## config.mk

```make
export PLATFORM = sky130hd
export DESIGN_NAME = mem_port_arbiter
export DESIGN_NICKNAME = d
export VERILOG_FILES = /design/src/rtl/mem_arb_pkg.sv /design/src/rtl/arb_streak_guard.sv /design/src/rtl/mem_port_arbiter.sv
export SDC_FILE = /design/constraint.sdc
export NUM_CORES = 1
export LEC_CHECK = 0
export BUFFER_PORTS_ARGS = -buffer_cell sky130_fd_sc_hd__buf_2
export CAP_MARGIN = 15
export CORE_AREA = 10 10 125 127
export CTS_BUF_LIST = sky130_fd_sc_hd__clkbuf_8
export CTS_CLUSTER_SIZE = 16
export DETAILED_ROUTE_END_ITERATION = 8
export DIE_AREA = 0 0 135 137
export PLACE_DENSITY = 0.65
export SLEW_MARGIN = 40
export SYNTH_ARGS = -nofsm -noshare
export SYNTH_HDL_FRONTEND = slang
export SYNTH_SLANG_ARGS = --single-unit
```

## constraint.sdc

```tcl
create_clock -name SYS_clk -period 4.8 [get_ports SYS_clk]
set_input_delay 0.24 -clock SYS_clk [delete_from_list [all_inputs] [get_ports SYS_clk]]
set_output_delay 0.24 -clock SYS_clk [all_outputs]
set_load 0.005 [all_outputs]
```

## src/rtl/mem_arb_pkg.sv

```systemverilog
// Shared encodings for the unified instruction/data RAM arbiter.
//   - arb_state_e : FSM state encoding, also exported on arb_state
//   - gnt_e       : which requester owns the current access
//   - RD_LAT_*    : legal RAM read-latency range and counter width
package mem_arb_pkg;

  typedef enum logic [1:0] {
    IDLE   = 2'd0,
    ACCESS = 2'd1,
    WAIT   = 2'd2,
    DONE   = 2'd3
  } arb_state_e;

  typedef enum logic {
    GNT_IF = 1'b0,
    GNT_D  = 1'b1
  } gnt_e;

  localparam int unsigned RD_LAT_MIN = 1;
  localparam int unsigned RD_LAT_MAX = 4;
  // Wide enough to hold RD_LAT_MAX-1.
  localparam int unsigned LAT_CNT_W  = 2;

  function automatic bit rd_lat_legal(input int unsigned lat);
    return (lat >= RD_LAT_MIN) && (lat <= RD_LAT_MAX);
  endfunction

endpackage

```

## src/rtl/arb_streak_guard.sv

```systemverilog
// Fetch-starvation guard for the RAM arbiter.
// Owns the count of consecutive contended data grants and selects the
// requester to be granted on the next grant strobe.
//   SYS_clk, SYS_reset : clock, synchronous active-high reset
//   if_req, d_req      : live request lines
//   gnt_stb            : high in the cycle a grant is taken
//   sel_c              : selected requester (combinational)
module arb_streak_guard
  import mem_arb_pkg::*;
#(
  parameter int unsigned MAX_DATA_STREAK = 4
) (
  input  logic SYS_clk,
  input  logic SYS_reset,
  input  logic if_req,
  input  logic d_req,
  input  logic gnt_stb,
  output gnt_e sel_c
);

  localparam int unsigned STREAK_W = $clog2(MAX_DATA_STREAK + 1);

  logic [STREAK_W-1:0] streak_q, streak_d;
  logic                streak_full;

  assign streak_full = (streak_q == STREAK_W'(MAX_DATA_STREAK));

  // Data wins unless fetch is waiting and data has used up its streak.
  always_comb begin
    sel_c    = GNT_IF;
    streak_d = streak_q;
    if (d_req && !(if_req && streak_full)) begin
      sel_c = GNT_D;
    end
    if (gnt_stb) begin
      // Only data grants taken over a waiting fetch extend the streak.
      if ((sel_c == GNT_D) && if_req) begin
        streak_d = streak_full ? streak_q : streak_q + STREAK_W'(1);
      end else begin
        streak_d = '0;
      end
    end
  end

  always_ff @(posedge SYS_clk) begin
    if (SYS_reset) begin
      streak_q <= '0;
    end else begin
      streak_q <= streak_d;
    end
  end

endmodule

```

## src/rtl/mem_port_arbiter.sv

```systemverilog
// Single-port unified RAM arbiter between fetch (read-only) and memory
// stage (read/write). Each access runs IDLE -> ACCESS -> [WAIT] -> DONE.
//   if_*  : fetch request/response, if_stall combinational
//   d_*   : data request/response, d_stall combinational
//   ram_* : fixed-latency RAM port, ram_en high one cycle per access
//   arb_state : current FSM state for debug display
module mem_port_arbiter
  import mem_arb_pkg::*;
#(
  parameter int unsigned ADDR_W          = 8,
  parameter int unsigned DATA_W          = 32,
  parameter int unsigned RD_LAT          = 2,
  parameter int unsigned MAX_DATA_STREAK = 4
) (
  input  logic              SYS_clk,
  input  logic              SYS_reset,
  input  logic              if_req,
  input  logic [ADDR_W-1:0] if_addr,
  output logic [DATA_W-1:0] if_rdata,
  output logic              if_valid,
  output logic              if_stall,
  input  logic              d_req,
  input  logic              d_we,
  input  logic [ADDR_W-1:0] d_addr,
  input  logic [DATA_W-1:0] d_wdata,
  output logic [DATA_W-1:0] d_rdata,
  output logic              d_valid,
  output logic              d_stall,
  output logic              ram_en,
  output logic              ram_we,
  output logic [ADDR_W-3:0] ram_addr,
  output logic [DATA_W-1:0] ram_wdata,
  input  logic [DATA_W-1:0] ram_rdata,
  output logic [1:0]        arb_state
);

  localparam int unsigned WA_W = ADDR_W - 2;

  if (!rd_lat_legal(RD_LAT)) begin : g_bad_rd_lat
    $error("mem_port_arbiter: RD_LAT outside 1..4");
  end

  arb_state_e            state_q, state_d;
  gnt_e                  gnt_q, gnt_d, sel_c;
  logic [LAT_CNT_W-1:0]  cnt_q, cnt_d;
  logic [WA_W-1:0]       addr_q, addr_d;
  logic                  we_q, we_d;
  logic [DATA_W-1:0]     wdata_q, wdata_d;
  logic [DATA_W-1:0]     if_rdata_q, if_rdata_d, d_rdata_q, d_rdata_d;
  logic                  if_valid_q, if_valid_d, d_valid_q, d_valid_d;
  logic                  ram_en_q, ram_en_d, ram_we_q, ram_we_d;
  logic                  gnt_stb_c;
  logic                  unused_addr_lsbs;

  // Byte-offset bits carry no meaning for word accesses.
  assign unused_addr_lsbs = ^{if_addr[1:0], d_addr[1:0]};

  arb_streak_guard #(
    .MAX_DATA_STREAK(MAX_DATA_STREAK)
  ) u_streak_guard (
    .SYS_clk  (SYS_clk),
    .SYS_reset(SYS_reset),
    .if_req   (if_req),
    .d_req    (d_req),
    .gnt_stb  (gnt_stb_c),
    .sel_c    (sel_c)
  );

  // Next state, request latch, read capture and registered-output values.
  always_comb begin
    state_d    = state_q;
    gnt_d      = gnt_q;
    cnt_d      = cnt_q;
    addr_d     = addr_q;
    we_d       = we_q;
    wdata_d    = wdata_q;
    if_rdata_d = if_rdata_q;
    d_rdata_d  = d_rdata_q;
    gnt_stb_c  = 1'b0;
    case (state_q)
      IDLE: begin
        if (if_req || d_req) begin
          gnt_stb_c = 1'b1;
          gnt_d     = sel_c;
          state_d   = ACCESS;
          if (sel_c == GNT_D) begin
            addr_d  = d_addr[ADDR_W-1:2];
            we_d    = d_we;
            wdata_d = d_wdata;
          end else begin
            addr_d  = if_addr[ADDR_W-1:2];
            we_d    = 1'b0;
          end
        end
      end
      ACCESS: begin
        if (we_q) begin
          state_d = DONE;
        end else begin
          state_d = WAIT;
          cnt_d   = LAT_CNT_W'(RD_LAT - 1);
        end
      end
      WAIT: begin
        if (cnt_q == '0) begin
          state_d = DONE;
          if (gnt_q == GNT_D) begin
            d_rdata_d = ram_rdata;
          end else begin
            if_rdata_d = ram_rdata;
          end
        end else begin
          cnt_d = cnt_q - LAT_CNT_W'(1);
        end
      end
      default: begin
        state_d = IDLE;
      end
    endcase
    // Strobes are registered, so derive them from the state being entered.
    ram_en_d   = (state_d == ACCESS);
    ram_we_d   = (state_d == ACCESS) && we_d;
    if_valid_d = (state_d == DONE) && (gnt_d == GNT_IF);
    d_valid_d  = (state_d == DONE) && (gnt_d == GNT_D);
  end

  always_ff @(posedge SYS_clk) begin
    if (SYS_reset) begin
      state_q    <= IDLE;
      gnt_q      <= GNT_IF;
      cnt_q      <= '0;
      addr_q     <= '0;
      we_q       <= 1'b0;
      wdata_q    <= '0;
      if_rdata_q <= '0;
      d_rdata_q  <= '0;
      if_valid_q <= 1'b0;
      d_valid_q  <= 1'b0;
      ram_en_q   <= 1'b0;
      ram_we_q   <= 1'b0;
    end else begin
      state_q    <= state_d;
      gnt_q      <= gnt_d;
      cnt_q      <= cnt_d;
      addr_q     <= addr_d;
      we_q       <= we_d;
      wdata_q    <= wdata_d;
      if_rdata_q <= if_rdata_d;
      d_rdata_q  <= d_rdata_d;
      if_valid_q <= if_valid_d;
      d_valid_q  <= d_valid_d;
      ram_en_q   <= ram_en_d;
      ram_we_q   <= ram_we_d;
    end
  end

  assign if_rdata  = if_rdata_q;
  assign if_valid  = if_valid_q;
  assign if_stall  = if_req & ~if_valid_q;
  assign d_rdata   = d_rdata_q;
  assign d_valid   = d_valid_q;
  assign d_stall   = d_req & ~d_valid_q;
  assign ram_en    = ram_en_q;
  assign ram_we    = ram_we_q;
  assign ram_addr  = addr_q;
  assign ram_wdata = wdata_q;
  assign arb_state = state_q;

endmodule

```

==> impl_metrics.ini <==
[timing]
worstMarginPinSlew_ns = 0.6934
period_share_pct = 39.49
finalMaxSlewViolations = 0
layout_min_cycle_time_ns = 1.896
finalSetupViolations = 0
finClkSkew_ns = 0.006809
slew_headroom_pct = 53.77
rsz0062_at_grt = no
worst_hold_slack_ns = 0.04545
fin_setup_tns_ns = 0
clock.fmax_mhz = 527.6
finalHoldViolCount = 0

[global_route]
antenna_found_initial = 0
grt_first_pass_wirelength_mm = 21.31
grt_pass1_vias = 4140
grt_max_degree = 78
grt_usage_pct = 14.48
grt_remaining_overflow = 0

[synthesis]
synth_area_leaders = dfxtp_1 (53%), nand2_1 (12%), a21oi_1 (11%), nand3_1 (4.7%), o21ai_0 (3.9%)
synth_top_area_cell = dfxtp_1
avgSynthCellArea_um2 = 8.172
synthSimpleGateAreaFrac_pct = 19.91
synthMuxAreaShare_pct = 0
synth_xor_area_share_pct = 0
yosysMostFrequentCell = nand2_1
yosysWarningCount = 0
ys_async_sr_fraction_pct = 0
synth_compound_area_share_pct = 19.53
synthTopCellsByCount = nand2_1 (134), dfxtp_1 (115), a21oi_1 (100)
synth-edff-count = 0
synth_top_family_by_area = simple AND/OR/NAND/NOR gates
yosysTopAreaCellShare_pct = 52.86
ys_seq_elements = 115
ys_types = 32
postSynthCellCount = 533
synth_nets = 625
synth_area_mm2 = 0.004355
yosys_most_used_dff = dfxtp_1
seq_area_frac_synth_pct = 52.86
synthAdderAreaFrac_pct = 2.011

[critical_path]
crit_fanout = 32
crit_path_end_kind = flip-flop
crit_path_max_incr_delay_ns = 0.71
crit_slowest_cell = and3_2
path_cells = inv_1, ha_1, and3_2, nand2_1, a21oi_1
startpoint_type = flip-flop
crit_required_ns = 5.16
path_buf_inv = 1
path_class = reg -> reg
crit_family = simple AND/OR/NAND/NOR gates
critPathArrivalTime_ns = 2.25

[finish]
fillers = 1365
final_nets = 795
stdcell_count = 888
areaGrowthSynthToFinish_pct = 31.69
antenna_cells = 0
drive_gt1_share_pct = 32.30

[place]
hpwl_mm = 9.268
gp_congestion = 0.7700
dpl.cell_count = 860
port_buffers = 190

[power_and_ir_drop]
powerDensity_mw_per_mm2 = 492.8
leakagePower_uw = 0.002534
ir_drop_mv = 0.1832

[clock_network]
ctsResizeCount = 0
clockRootBuffer = clkbuf_8
htree_levels = 4
cts_buffers = 17
clk_pin_slew_ns = 0.07
clk-insertion-delay-late_ns = 0.43
tritoncts = done
clock_path_buffers = 2
cts_sinks = 115
post_cts_buffers = 0
holdBufCountCts = 0

[route]
num_vias = 4270
vias_per_cell = 4.809
drc_errors = 0
drt_wl_total_mm = 13.57
detail-route-antenna-nets = 0
drtPass1Iterations = 4
drt_iter0_drc = 252
wire_per_inst_um = 15.28

[floorplanning]
dieArea_mm2 = 0.01850
std_cell_rows = 42
floorplan.die.height_um = 137
ios = 195
fp.coreArea_mm2 = 0.01309
start_util_pct = 33.29
fp.dieW_um = 135

[flow_run]
drv_cap = 0

[outcome]
run_status = complete, no violations

[worst_hold_path]
min_path_type = in -> reg
-- cell families (layout without fill, tap and decap cells) --
logic type / Yosys count / after routing
fa+ha+maj: 7 / 7
buf+inv: 53 / 232
simple gates: 203 / 203
compound gates: 155 / 155
flops: 115 / 115
-- final timing paths --
kind / start / to / slack, ns / cells past startpoint
max: arb_state[0] / d_rdata[15] / 2.90 / 5
min: d_wdata[22] / ram_wdata[22] / 0.05 / 3
max reg2reg: arb_state[0] / d_rdata[15] / 2.90 / 5
min reg2reg: d_rdata[25] / d_rdata[25] / 0.45 / 2
-- cell usage in the layout, fill, tap and decap left out, types with 4 or more instances in the layout --
master / n
a21oi_1: 100
dfxtp_1: 115
nand3_1: 41
buf_2: 189
nand2_1: 133
o21ai_0: 34
o21ai_1: 7
nor2_1: 12
inv_1: 8
clkinv_2: 4
ha_1: 7
a311oi_1: 6
buf_4: 6
clkbuf_8: 21
-- flip-flops by register name, summed over array words and instances (netlist names), 2 cells and up --
name	count
cnt_q	2
arb_state	2
ram_wdata	32
u_streak_guard.streak_q	3
if_rdata	32
ram_addr	6
d_rdata	32
-- worst min-delay path: cells and delay by family --
kind | cells | cell delay [ns]
buffers and inverters | 1 | 0.09
AO/OA/AOI/OAI | 1 | 0.05
AND/OR/NAND/NOR | 1 | 0.05
-- power by group --
part / switching [µW] / total (µW) / internal [µW]
combinational: 469 / 780 / 311
sequential: 76.0 / 1190 / 1110
clock: 362 / 860 / 499
total: 907 / 2830 / 1920
-- layer usage --
layer | global-route usage [%] | up-vias | part of all wire [%]
li1 | - | 2141 | -
met1 | 16.63 | 1964 | 43
met2 | 22.68 | 151 | 46
met3 | 7.038 | 14 | 9.5
met4 | 5.861 | 0 | 1.5
met5 | 0 | - | 0
-- through the flow --
stage	util, %	instance area [µm²]	worst slack, ns	total power, µW
after floorplan	-	4355	3.096	1710
after global placement	40.94	5356	2.752	1993
after detailed placement	40.95	5359	2.839	2003
after CTS	43.80	5732	2.837	2875
after global routing	43.83	5736	2.719	3027
final	43.83	5736	2.904	2826
-- cell type report --
class,instances,area [µm²],area share [%]
Inverter,8,30.03,0.5236
Clock buffer,21,289.0,5.039
Sequential cell,115,2302,40.14
Clock inverter,7,83.83,1.462
Timing Repair Buffer,196,1002,17.47
Multi-Input combinational cell,365,1808,31.52
Tap cell,176,220.2,3.839
Note: power is estimated with default switching activity, not from simulation.
